### config.mk
export PLATFORM = sky130hd
export DESIGN_NAME = uart_rx_fifo
export DESIGN_NICKNAME = d
export VERILOG_FILES = /design/src/rtl/uart_rx_fifo.sv
export SDC_FILE = /design/constraint.sdc
export NUM_CORES = 1
export LEC_CHECK = 0
export CORE_ASPECT_RATIO = 1.1
export CORE_MARGIN = 3
export CORE_UTILIZATION = 39
export DETAILED_ROUTE_END_ITERATION = 8
export GPL_TIMING_DRIVEN = 1
export SYNTH_ARGS = -nofsm -noshare
export SYNTH_HDL_FRONTEND = slang
export SYNTH_SLANG_ARGS = --single-unit
### constraint.sdc
create_clock -name clk -period 3.7 [get_ports clk]
set_clock_uncertainty 0.2 [all_clocks]
set_input_delay 0.74 -clock clk [delete_from_list [all_inputs] [get_ports clk]]
set_output_delay 0.74 -clock clk [all_outputs]
set_load 0.02 [all_outputs]
### src/rtl/uart_rx_fifo.sv
// uart_rx_fifo: oversampled majority-vote UART receiver feeding a FWFT FIFO with error flags
// Ports:
//   clk, rst_n         system clock, asynchronous active-low reset
//   rx                 serial input, idle high, asynchronous to clk
//   uart_config        frame format, latched at each start bit
//   rd_en              pop head entry (ignored when empty)
//   rd_data            head data, right-justified
//   rd_frame_error     head entry stop bit sampled low
//   rd_parity_error    head entry parity mismatch
//   empty, full, count FIFO status
//   overrun            sticky: frame dropped because FIFO was full
//   clear_overrun      clears overrun (a new overrun in the same cycle wins)
//   break_detect       one-cycle pulse on a recognised break
package uart_pkg;
    typedef enum logic [2:0] {BAUD_9600, BAUD_19200, BAUD_38400, BAUD_57600, BAUD_115200} baud_t;
    typedef enum logic [1:0] {DATA_BITS_5, DATA_BITS_6, DATA_BITS_7, DATA_BITS_8} data_bits_t;
    typedef enum logic [1:0] {STOP_BITS_1, STOP_BITS_1_5, STOP_BITS_2} stop_bits_t;
    typedef enum logic [1:0] {PARITY_NONE, PARITY_EVEN, PARITY_ODD} parity_t;
    typedef enum logic {LSB_FIRST, MSB_FIRST} bit_order_t;
    typedef struct packed {
        baud_t      baud_rate;
        data_bits_t data_bits;
        stop_bits_t stop_bits;
        parity_t    parity;
        bit_order_t bit_order;
    } uart_config_t;
endpackage

module uart_rx_fifo
    import uart_pkg::*;
#(
    parameter int CLK_FREQ_HZ = 1_843_200,
    parameter int OVERSAMPLE  = 16,
    parameter int DEPTH       = 8
) (
    input  logic                     clk,
    input  logic                     rst_n,
    input  logic                     rx,
    input  uart_config_t             uart_config,
    input  logic                     rd_en,
    output logic [7:0]               rd_data,
    output logic                     rd_frame_error,
    output logic                     rd_parity_error,
    output logic                     empty,
    output logic                     full,
    output logic [$clog2(DEPTH):0]   count,
    output logic                     overrun,
    input  logic                     clear_overrun,
    output logic                     break_detect
);
    localparam int AW   = $clog2(DEPTH);
    localparam int SW   = $clog2(OVERSAMPLE);
    localparam int HALF = OVERSAMPLE / 2;

    function automatic int div_of(input int baud);
        int d;
        d = CLK_FREQ_HZ / (baud * OVERSAMPLE);
        return d < 1 ? 1 : d;
    endfunction

    localparam int DIV_W = $clog2(div_of(9600)) + 1;
    localparam logic [DIV_W-1:0] D9600   = DIV_W'(div_of(9600));
    localparam logic [DIV_W-1:0] D19200  = DIV_W'(div_of(19200));
    localparam logic [DIV_W-1:0] D38400  = DIV_W'(div_of(38400));
    localparam logic [DIV_W-1:0] D57600  = DIV_W'(div_of(57600));
    localparam logic [DIV_W-1:0] D115200 = DIV_W'(div_of(115200));

    localparam logic [2:0] S_IDLE  = 3'd0;
    localparam logic [2:0] S_START = 3'd1;
    localparam logic [2:0] S_DATA  = 3'd2;
    localparam logic [2:0] S_PAR   = 3'd3;
    localparam logic [2:0] S_STOP  = 3'd4;
    localparam logic [2:0] S_BRK   = 3'd5;

    logic               r_rx_meta, r_rx_sync, r_rx_prev;
    logic [2:0]         r_state;
    uart_config_t       r_cfg;
    logic [DIV_W-1:0]   r_div_cnt;
    logic [SW-1:0]      r_samp;
    logic               r_v0, r_v1;
    logic [2:0]         r_bit;
    logic [7:0]         r_data;
    logic               r_par, r_par_bit, r_par_err;
    logic               r_wr_pend, r_wr_fe, r_break;
    logic [AW-1:0]      r_wr_ptr, r_rd_ptr;
    logic [AW:0]        r_count;
    logic               r_overrun;
    logic [9:0]         r_hold;
    logic [9:0]         r_mem [DEPTH];

    logic [DIV_W-1:0]   w_div;
    logic               w_fall, w_tick, w_vote_pt, w_vote, w_last, w_break;
    logic [3:0]         w_nbits;
    logic [2:0]         w_idx;
    logic               w_pop, w_wr_ok;
    logic [9:0]         w_head;
    logic               w_unused;

    // Stop-bit length only matters to the transmitter; extra stop time is not checked here.
    assign w_unused = ^{uart_config.stop_bits, r_cfg.stop_bits};

    assign w_div = r_cfg.baud_rate == BAUD_115200 ? D115200 :
                   r_cfg.baud_rate == BAUD_57600  ? D57600  :
                   r_cfg.baud_rate == BAUD_38400  ? D38400  :
                   r_cfg.baud_rate == BAUD_19200  ? D19200  : D9600;

    assign w_fall    = r_rx_prev & ~r_rx_sync;
    assign w_tick    = r_state != S_IDLE && r_state != S_BRK && r_div_cnt == w_div - DIV_W'(1);
    // Third of the three centred samples; the first two are held in r_v0/r_v1.
    assign w_vote_pt = w_tick && r_samp == SW'(HALF);
    assign w_vote    = (r_v0 & r_v1) | (r_v0 & r_rx_sync) | (r_v1 & r_rx_sync);
    assign w_nbits   = {2'b00, r_cfg.data_bits} + 4'd5;
    assign w_last    = r_bit == 3'(w_nbits - 4'd1);
    assign w_idx     = r_cfg.bit_order == MSB_FIRST ? 3'(w_nbits - 4'd1 - {1'b0, r_bit}) : r_bit;
    assign w_break   = r_data == 8'd0 && !r_par_bit && !w_vote;

    always_ff @(posedge clk or negedge rst_n) begin
        if (!rst_n) begin
            r_rx_meta <= 1'b1;
            r_rx_sync <= 1'b1;
            r_rx_prev <= 1'b1;
            r_state   <= S_IDLE;
            r_cfg     <= '0;
            r_div_cnt <= '0;
            r_samp    <= '0;
            r_v0      <= 1'b1;
            r_v1      <= 1'b1;
            r_bit     <= '0;
            r_data    <= '0;
            r_par     <= 1'b0;
            r_par_bit <= 1'b0;
            r_par_err <= 1'b0;
            r_wr_pend <= 1'b0;
            r_wr_fe   <= 1'b0;
            r_break   <= 1'b0;
        end else begin
            r_rx_meta <= rx;
            r_rx_sync <= r_rx_meta;
            r_rx_prev <= r_rx_sync;
            r_wr_pend <= 1'b0;
            r_break   <= 1'b0;
            if (r_state == S_IDLE) begin
                if (w_fall) begin
                    r_state   <= S_START;
                    r_cfg     <= uart_config;
                    r_div_cnt <= '0;
                    r_samp    <= '0;
                    r_bit     <= '0;
                    r_data    <= '0;
                    r_par     <= 1'b0;
                    r_par_bit <= 1'b0;
                    r_par_err <= 1'b0;
                end
            end else if (r_state == S_BRK) begin
                if (r_rx_sync) r_state <= S_IDLE;
            end else begin
                r_div_cnt <= w_tick ? '0 : r_div_cnt + DIV_W'(1);
                if (w_tick) begin
                    r_samp <= r_samp == SW'(OVERSAMPLE - 1) ? '0 : r_samp + SW'(1);
                    if (r_samp == SW'(HALF - 2)) r_v0 <= r_rx_sync;
                    if (r_samp == SW'(HALF - 1)) r_v1 <= r_rx_sync;
                end
                // State changes happen at mid-bit; the sample counter keeps running so the
                // next decision lands one bit period later.
                if (w_vote_pt) begin
                    case (r_state)
                        S_START: r_state <= w_vote ? S_IDLE : S_DATA;
                        S_DATA: begin
                            r_data[w_idx] <= w_vote;
                            r_par         <= r_par ^ w_vote;
                            r_bit         <= r_bit + 3'd1;
                            if (w_last) r_state <= r_cfg.parity == PARITY_NONE ? S_STOP : S_PAR;
                        end
                        S_PAR: begin
                            r_par_bit <= w_vote;
                            r_par_err <= (r_par ^ w_vote) != (r_cfg.parity == PARITY_ODD);
                            r_state   <= S_STOP;
                        end
                        S_STOP: begin
                            if (w_break) begin
                                r_break <= 1'b1;
                                r_state <= S_BRK;
                            end else begin
                                r_wr_pend <= 1'b1;
                                r_wr_fe   <= !w_vote;
                                r_state   <= S_IDLE;
                            end
                        end
                        default: r_state <= S_IDLE;
                    endcase
                end
            end
        end
    end

    assign empty   = r_count == '0;
    assign full    = r_count == (AW+1)'(DEPTH);
    assign w_pop   = rd_en && !empty;
    // A pop in the write cycle frees the slot, so a full FIFO still accepts the frame.
    assign w_wr_ok = r_wr_pend && (!full || w_pop);

    // r_data/r_par_err are only cleared by a new start, which takes effect after this write.
    always_ff @(posedge clk) begin
        if (w_wr_ok) r_mem[r_wr_ptr] <= {r_data, r_wr_fe, r_par_err};
    end

    always_ff @(posedge clk or negedge rst_n) begin
        if (!rst_n) begin
            r_wr_ptr  <= '0;
            r_rd_ptr  <= '0;
            r_count   <= '0;
            r_overrun <= 1'b0;
            r_hold    <= '0;
        end else begin
            if (w_wr_ok) r_wr_ptr <= r_wr_ptr + AW'(1);
            if (w_pop) r_rd_ptr <= r_rd_ptr + AW'(1);
            r_count   <= r_count + (AW+1)'(w_wr_ok) - (AW+1)'(w_pop);
            r_overrun <= (r_wr_pend && full && !w_pop) || (r_overrun && !clear_overrun);
            // Remember the last visible head so rd_* hold once the FIFO drains.
            if (!empty) r_hold <= r_mem[r_rd_ptr];
        end
    end

    assign w_head          = empty ? r_hold : r_mem[r_rd_ptr];
    assign rd_data         = w_head[9:2];
    assign rd_frame_error  = w_head[1];
    assign rd_parity_error = w_head[0];
    assign count           = r_count;
    assign overrun         = r_overrun;
    assign break_detect    = r_break;
endmodule
# == Word-level counts from Yosys, hierarchy flattened ==
# Memories as Yosys holds them, arrays and structs flattened.
# Index checks and enable logic that the tools add are counted.
# word_totals
input_bits,15
ram_bits,80
regBits,63
n_memories,1
word_cells,174
# memory_table
name,depth,width,rd,rd_ports_with_merged_regs,write_ports,line,text
r_mem,8,10,1,0,1,89,logic [9:0] r_mem [DEPTH];
# op_classes
reduce_logical,38
n_addsub,11
eq_ne,23
muxes,63
n_lt_le_gt_ge,2
n_bitwise,11
# ops
operator,n
3-bit two-way mux,14
8-bit two-way mux,5
4-bit two-way mux,9
1-bit two-way mux,26
5-bit two-way mux,4
4-bit AND reduction,5
3-bit by 2-bit == test with 1-bit output (second input constant),4
4-bit == test (second input constant),3
3-bit one-hot mux with 4 select lines,1
1-bit logical AND,11
10-bit two-way mux,1
3-bit by 1-bit adder with 3-bit output (second input constant),3
3-bit == test (second input constant),3
8-bit bitwise mux,1
4-bit by 3-bit == test with 1-bit output (second input constant),2
8-bit zero test,1
2-bit nonzero test,4
3-bit by 1-bit == test with 1-bit output (second input constant),2
1-bit zero test,6
3-bit != test (second input constant),2
3-bit nonzero test,2
5-bit by 1-bit adder with 5-bit output (second input constant),1
5-bit == test,1
5-bit AND reduction,1
other kinds (26),36

# == Logic depth before layout (Yosys ltp) ==
# Gate-level depths: netlist of the first run.
# depth
depth_word,13
depth_mapped,11
ltp_nobuf,10

# == Worst setup path before layout of the first run ==
# Ideal clock, no wire load.
# synth_path
path_kind,register to register
from,register r_cfg[9] in the netlist's numbering
to,register r_state[0]
path_buffers,1
required_ns,3.375
arrival_time_ns,2.581
path_slack_ns,0.794
synth_period_minus_slack_ns,2.906
path_stages_with_launch,11
cell_sequence,dfrtp_1 > buf_4 > xor2_2 > nand2_1 > ha_1 > xor2_1 > or4_1 > a31oi_2 > nand2_1 > a21oi_1 > mux2_2
# synth_between
elab_chain_cells,11
elab_cells_between_ends,14
# synth_rtl
item,line,text
start: declaration,77,uart_config_t r_cfg;
start signal: assignment,145,r_cfg <= uart_config;
3-bit by 1-bit == test with 1-bit output,105,r_cfg.baud_rate == BAUD_19200 ? D19200 : D9600;
4-bit two-way mux,105,
4-bit two-way mux,104,r_cfg.baud_rate == BAUD_38400 ? D38400 :
4-bit two-way mux,103,r_cfg.baud_rate == BAUD_57600 ? D57600 :
4-bit two-way mux (*),102,assign w_div = r_cfg.baud_rate == BAUD_115200 ? D115200 :
4-bit by 1-bit subtractor with 5-bit output (*),108,assign w_tick = r_state != S_IDLE && r_state != S_BRK && r_div_cnt == w_div - DIV_W'(1);
5-bit == test (*),108,
1-bit logical AND (*),108,
1-bit logical AND (*),110,assign w_vote_pt = w_tick && r_samp == SW'(HALF);
3-bit nonzero test (no source line) (*),-,
4-bit AND reduction (no source line) (*),-,
end signal: assignment,167,S_START: r_state <= w_vote ? S_IDLE : S_DATA;
end signal: assignment,172,if (w_last) r_state <= r_cfg.parity == PARITY_NONE ? S_STOP : S_PAR;
end: declaration,76,logic [2:0] r_state;
# Mark *: on every way between the ends. The rest lies on a longest branch, timed or not.
# A chain may end at the register's enable or synchronous reset.

# == Worst setup path in the final report of the first run ==
# layout_path
from,register r_rd_ptr[0]
to,output rd_parity_error
# layout_between
elab_chain_cells,2
# layout_rtl
item,line,text
start: declaration,85,"logic [AW-1:0] r_wr_ptr, r_rd_ptr;"
start signal: assignment,216,if (w_pop) r_rd_ptr <= r_rd_ptr + AW'(1);
memory 8 x 10 bit,-,
10-bit two-way mux,-,
end: declaration,43,"output logic rd_parity_error,"
# No other way between the ends.

==> impl_metrics.csv, run 1 <==
group,metric,value,unit
outcome,status,"complete, no violations",
floorplanning,ios,33,
cells_and_area,syn2layout_area_growth,17.6,%
drt,via_per_inst,5.38,
global_routing,grt_pass1_wl,20200,µm
clock_tree,cts_tree,"done",
hold_path,hold_depth,0,
pwr,power_density,637,nW/µm²
drt,antenna_left,0,
cells_and_area,finalNetCount,534,
global_routing,grt_usage,14.4,%
drt,drc,0,
synth,synth-edff-count,80,
cells_and_area,fin_area,7530,µm²
cells_and_area,final_cells,715,
synth,syn_area,6400,µm²
critical_path,critPathSlowestCell,"clkdlybuf4s50_1",
placed_design,numPortBuffers,30,
sta,relSlewSlack,45.6,%
pwr,peakVddDrop,0.000360,V
sta,rsz0062_at_grt,"false",
clock_tree,clk_pin_slew,0.06,ns
critical_path,reg2reg_from,"r_cfg[8]",
clock_tree,max-clock-path-buffers,2,
critical_path,crit_chain,"buf_12, mux4_2, mux2i_1, o21ai_0, clkdlybuf4s50_1",
critical_path,worstReg2RegEnd,"r_data[0]",
critical_path,cp-start-kind,"flip-flop",
floorplanning,core-area,15900,µm²
pwr,p_clk_share,34.2,%
hold_path,hold_class,"flip-flop to flip-flop",
global_routing,antenna_found_initial,0,
clock_tree,htreeDepth,4,
drt,num_vias,3847,
clock_tree,cts_sinks,143,
sta,drv_slew,0,
synth,yosys_warnings,0,
synth,mappedNetlistNets,492,
sta,tns,0,ns
synth,ys_async_sr_fraction,44.1,%
clock_tree,hold_buffers,0,
floorplanning,chipWidth,128,µm
pwr,p_sw,1.57,mW
floorplanning,initial_utilization,40.2,%
critical_path,rr_worst_depth,9,
cells_and_area,fillCellCount,1370,
hold_path,holdPathEnd,"r_rx_sync",
drt,wl,11900,µm
critical_path,critPathArrivalTime,2.47,ns
job,drv_cap,0,
clock_tree,cts_setup_buffers,0,
pwr,combPwrFrac,24.8,%
synth,yosysSeqAreaShare,62.3,%
sta,fmax,293,MHz
clock_tree,numCtsBuffers,17,
global_routing,grt_max_degree,64,
sta,final-hold-violation-count,0,
synth,synth-main-ff-cell,"edfxtp_1",
drt,drt_iter0_drc,292,
critical_path,crit_type,"flip-flop to primary output",
drt,wl_per_cell,16.6,µm
sta,hold-worst-slack,0.157,ns
synth,syn_area_per_cell,13.9,µm²
critical_path,reg2reg_slack,0.48,ns
clock_tree,clk_latency,0.43,ns
pwr,finalPower,4.79,mW
drt,firstDrtPassIters,4,
global_routing,grt_pass1_vias,3978,
critical_path,max_stage_delay,0.55,ns
synth,synth_cell_types,62,
sta,worstMarginPinSlew,0.815,ns
pwr,power.share.sequential,40.9,%
floorplanning,die_y,140,µm
pwr,p_int,3.22,mW
pwr,netSwitchingFraction,32.8,%
placed_design,routabilityCongestion,0.770,
floorplanning,rows,48,
critical_path,required,2.76,ns
placed_design,place_area,6960,µm²
cells_and_area,n_antenna_cell,0,
cells_and_area,drive_above_1_share,17.3,%
pwr,leakagePower,3.04,nW
synth,synth_cells,460,
sta,fin_crit,3.41,ns
floorplanning,die-area,18000,µm²
critical_path,crit_fanout,22,
placed_design,dp.cells,683,
sta,min_period_over_period,92.1,%
placed_design,hpwlAfterDp,7820,µm
hold_path,min_from,"r_rx_meta",
synth,ys_seq_elements,143,
clock_tree,cts_root_buf,"clkbuf_16",
sta,setup_violations,0,
clock_tree,post_cts_resized,0,
global_routing,gr-total-overflow,0,
critical_path,worstSetupEndpointType,"primary output",
worst max path at each step:
| stage | startpoint | to | slack (ns) | depth (start not counted) |
|---|---|---|---|---|
| final | r_rd_ptr[0] | rd_parity_error | 0.29 | 5 |
| after global routing | r_rd_ptr[0] | rd_data[6] | 0.12 | 5 |
| after CTS | r_rd_ptr[0] | rd_data[5] | 0.25 | 5 |
| after detailed placement | r_cfg[8] | r_wr_fe | 0.50 | 9 |
| after global placement | r_cfg[8] | r_wr_fe | 0.61 | 9 |
| after floorplan | r_cfg[9] | r_state[0] | 0.79 | 10 |
layout make-up:
type                            count  area [µm²]  share of cell area, %
Clock buffer                       17         425                   5.65
Clock inverter                     15         143                   1.90
Inverter                           19        71.3                  0.948
Multi-Input combinational cell    279        2250                   29.9
Sequential cell                   143        3990                   53.0
Tap cell                          200         250                   3.33
Timing Repair Buffer               42         398                   5.29
worst max-delay path: cells and delay by family (launching register included):
kind	cells	cell delay [ns]
buf+inv	2	0.77
mux	2	0.76
flops	1	0.37
compound gates	1	0.14
state kept, by name (all words and copies together) (netlist names), 3 cells and up:
signal and count:
r_hold 10, r_state 3, r_data 8, count 4, r_mem 80, r_rd_ptr 3
r_bit 3, r_wr_ptr 3, r_cfg 8, r_div_cnt 5, r_samp 4
metrics by stage:
| stage | worst slack (ns) | util (%) |
|---|---|---|
| after floorplan | 0.794 | - |
| after global placement | 0.612 | 43.7 |
| after detailed placement | 0.502 | 43.7 |
| after CTS | 0.248 | 47.3 |
| after global routing | 0.124 | 47.3 |
| final | 0.291 | 47.3 |
Yosys cell counts, types with 3 or more instances:
master | instances | share of area, %
o311ai_0 | 5 | 0.68
mux2i_1 | 12 | 1.9
inv_1 | 19 | 1.1
o211ai_1 | 3 | 0.35
nand2b_1 | 6 | 0.59
nor2_1 | 22 | 1.3
o21a_1 | 3 | 0.35
nand3_1 | 13 | 1.0
o311ai_1 | 3 | 0.41
edfxtp_1 | 80 | 38
buf_1 | 3 | 0.18
o41ai_1 | 9 | 1.2
a21o_1 | 7 | 0.82
mux4_2 | 20 | 7.0
o21ai_0 | 24 | 1.9
or4_1 | 3 | 0.35
nor3_1 | 7 | 0.55
xnor2_1 | 8 | 1.1
dfstp_2 | 5 | 2.1
o21bai_1 | 3 | 0.35
or3_1 | 3 | 0.29
ha_1 | 15 | 2.9
xor2_1 | 4 | 0.55
clkbuf_1 | 11 | 0.65
mux2_2 | 10 | 1.8
a21oi_1 | 10 | 0.78
nand2_1 | 47 | 2.8
dfrtp_1 | 58 | 23
layout by cell type, fill, tap and decap left out, types with 4 or more instances in the layout:
master,synthesis,routed
dfstp_2,5,5
inv_6,0,7
o311ai_0,5,5
xor2_1,4,4
clkdlybuf4s50_1,0,29
ha_1,15,15
nand3_1,13,13
a21oi_1,10,10
clkbuf_16,0,17
nand2b_1,6,6
o21ai_0,24,24
dfrtp_1,58,58
inv_8,0,4
inv_1,19,19
mux2_2,10,10
buf_4,2,11
mux2i_1,12,12
edfxtp_1,80,80
xnor2_1,8,8
nand2_1,47,47
mux4_2,20,20
nor3_1,7,7
nor2_1,22,22
a21o_1,7,7
o41ai_1,9,9
logic make-up after synthesis:
kind of cell	count (synthesis)	synth area share, %
flip-flops	143	62.3
AND/OR/NAND/NOR	116	8.84
AO/OA/AOI/OAI	88	9.66
multiplexers	44	11.0
buffers and inverters	38	2.60
adder cells (fa/ha/maj)	18	3.71
XOR/XNOR	13	1.90
power by group through the flow:
stage,combinational [mW],sequential (mW),clock [mW]
floorplan,0.962,1.93,0
global placement,1.17,1.99,0
detailed placement,1.21,2.00,0
CTS,1.22,1.96,1.67
global route,1.36,1.98,1.75
finish,1.19,1.96,1.64
layer usage:
layer / vias to the layer above / part of all wire [%] / global-route usage [%]
li1: 1831 / - / -
met1: 1916 / 43 / 17.6
met2: 85 / 51 / 23.8
met3: 15 / 4.4 / 4.42
met4: 0 / 1.3 / 5.47
met5: - / 0 / 0
Power figures use the tool's default switching activity.
==> run 2, diff against run 1 <==
--- a/config.mk
+++ b/config.mk
@@ -7,9 +7,10 @@
 export LEC_CHECK = 0
 export CORE_ASPECT_RATIO = 1.1
 export CORE_MARGIN = 3
-export CORE_UTILIZATION = 39
+export CORE_UTILIZATION = 49
 export DETAILED_ROUTE_END_ITERATION = 8
 export GPL_TIMING_DRIVEN = 1
+export PLACE_DENSITY = 0.67
 export SYNTH_ARGS = -nofsm -noshare
 export SYNTH_HDL_FRONTEND = slang
 export SYNTH_SLANG_ARGS = --single-unit
==> impl_metrics.csv, run 2 (synthesis results as in run 1) <==
group,metric,value,unit
cells_and_area,finalNetCount,535,
cells_and_area,n_antenna_cell,0,
critical_path,worstSetupEndpointType,"primary output",
drt,drc,0,
critical_path,crit_fanout,22,
drt,via_per_inst,5.68,
pwr,p_sw,1.45,mW
global_routing,grt_pass1_wl,20000,µm
hold_path,holdPathEnd,"r_rx_sync",
sta,setup_violations,0,
pwr,power_density,658,nW/µm²
pwr,p_clk_share,36.4,%
pwr,combPwrFrac,24.0,%
critical_path,critPathArrivalTime,2.49,ns
drt,num_vias,3822,
placed_design,hpwlAfterDp,7620,µm
drt,antenna_left,0,
global_routing,gr-total-overflow,0,
cells_and_area,top_register,"r_mem",
placed_design,routabilityCongestion,0.896,
hold_path,hold_depth,0,
drt,firstDrtPassIters,4,
floorplanning,chipWidth,115,µm
drt,wl_per_cell,17.2,µm
critical_path,max_stage_delay,0.56,ns
drt,route.met3.wl,341,µm
pwr,peakVddDrop,0.000478,V
cells_and_area,fillCellCount,1021,
placed_design,numPortBuffers,30,
cells_and_area,final_common_cell,"edfxtp_1",
critical_path,cp-start-kind,"flip-flop",
critical_path,reg2reg_slack,0.40,ns
critical_path,reg2reg_from,"r_cfg[8]",
drt,wl,11600,µm
cells_and_area,syn2layout_area_growth,17.7,%
sta,drv_slew,0,
floorplanning,initial_utilization,50.4,%
pwr,finalPower,4.95,mW
critical_path,critPathTopFamily,"buffers and inverters",
floorplanning,rows,43,
critical_path,crit_cells,5,
clock_tree,cts_tree,"done",
sta,tns,0,ns
placed_design,dp_slack,0.367,ns
clock_tree,numCtsBuffers,17,
critical_path,critPathSlowestCell,"clkdlybuf4s50_1",
cells_and_area,register_area,3990,µm²
critical_path,cp_num_buf_inv,2,
clock_tree,hold_buffers,0,
drt,drt_iter0_drc,224,
clock_tree,cts_root_buf,"clkbuf_16",
sta,relSlewSlack,32.4,%
cells_and_area,multi_input_area,2250,µm²
sta,min_period_over_period,92.6,%
clock_tree,htreeDepth,4,
outcome,status,"complete, no violations",
clock_tree,clk_pin_slew,0.05,ns
cells_and_area,mostFrequentLayoutCells,"80 x edfxtp_1, 58 x dfrtp_1, 47 x nand2_1",
drt,highest_layer,"met4",
critical_path,worstReg2RegEnd,"r_wr_fe",
global_routing,antenna_found_initial,0,
critical_path,crit_type,"flip-flop to primary output",
pwr,power.share.sequential,39.6,%
floorplanning,core-area,12700,µm²
global_routing,grt_max_degree,43,
hold_path,hold_class,"flip-flop to flip-flop",
floorplanning,ios,33,
sta,fmax,292,MHz
sta,setup_slack,0.275,ns
drt,met1_length,5210,µm
critical_path,rr_worst_depth,9,
sta,fin_crit,3.43,ns
clock_tree,max-clock-path-buffers,2,
sta,rsz0062_at_grt,"false",
hold_path,min_from,"r_rx_meta",
global_routing,grt_usage,17.6,%
clock_tree,cts_sinks,143,
critical_path,crit_chain,"buf_6, mux4_2, mux2i_1, o21ai_0, clkdlybuf4s50_1",
drt,wl_met2,5820,µm
floorplanning,die-area,14500,µm²
sta,final-hold-violation-count,0,
cells_and_area,drive_above_1_share,16.5,%
job,drv_cap,0,
placed_design,place_area,6900,µm²
clock_tree,clk_latency,0.42,ns
sta,worstMarginPinSlew,1.01,ns
critical_path,required,2.76,ns
pwr,netSwitchingFraction,29.2,%
pwr,p_int,3.51,mW
cells_and_area,largest_register_ff_count,80,
floorplanning,die_y,126,µm
global_routing,grt_pass1_vias,3928,
pwr,leakagePower,3.07,nW
cells_and_area,fin_area,7530,µm²
cells_and_area,reg.largest.list,"r_mem: 80 flops, r_hold: 10 flops",
run 2: cell types whose count changed in the layout (fill, tap and decap cells not counted), moves of 2 or more:
cell,delta
inv_6,-7
bufinv_16,+5
inv_8,-4
clkbuf_1,+3
clkinv_1,+2
run 2: layout make-up:
cell class,count,share of cell area (%)
clock inverter,12,2.54
timing repair buffer,43,5.27
tap,157,2.61
sequential,143,52.9
multi-input combinational,279,29.9
clock buffer,20,5.80
inverter,19,0.947
run 2: metrics by stage:
stage          instances  utilization (%)  hold WS, ns
6_report             673             59.3        0.156
3_5_place_dp         641             54.3        0.147
5_1_grt              673             59.3        0.158
4_1_cts              673             59.3        0.158
3_3_place_gp         641             54.3        0.149
2_1_floorplan        460                -        0.145
run 2: worst max-delay path by stage:
stage                            from          to  slack (ns)
after global routing      r_rd_ptr[0]  rd_data[3]         0.1
after global placement       r_cfg[8]     r_wr_fe        0.52
after detailed placement     r_cfg[8]     r_wr_fe        0.37
after floorplan              r_cfg[9]  r_state[0]        0.79
after CTS                 r_rd_ptr[0]  rd_data[2]        0.12
final                     r_rd_ptr[0]  rd_data[2]        0.27
run 2: layer usage:
| metal | up-vias | track usage (%) |
|---|---|---|
| li1 | 1836 | - |
| met1 | 1907 | 22.5 |
| met2 | 59 | 28.6 |
| met3 | 20 | 4.57 |
| met5 | - | 0 |
| met4 | 0 | 7.11 |
run 2: what timing repair did:
item / CTS / global route
gates resized for setup: 0 / 1
hold endpoints to repair: 0 / 0
setup buffers: 0 / 0
endpoints found under the setup margin: 0 / 3
run 2: power by group through the flow:
stage          clock network [mW]  registers, mW  logic [mW]
2_1_floorplan                   0           1.93       0.962
3_3_place_gp                    0           1.98        1.16
3_5_place_dp                    0           1.99        1.19
4_1_cts                      1.84           1.96        1.20
5_1_grt                      1.90           1.99        1.33
6_report                     1.80           1.96        1.19
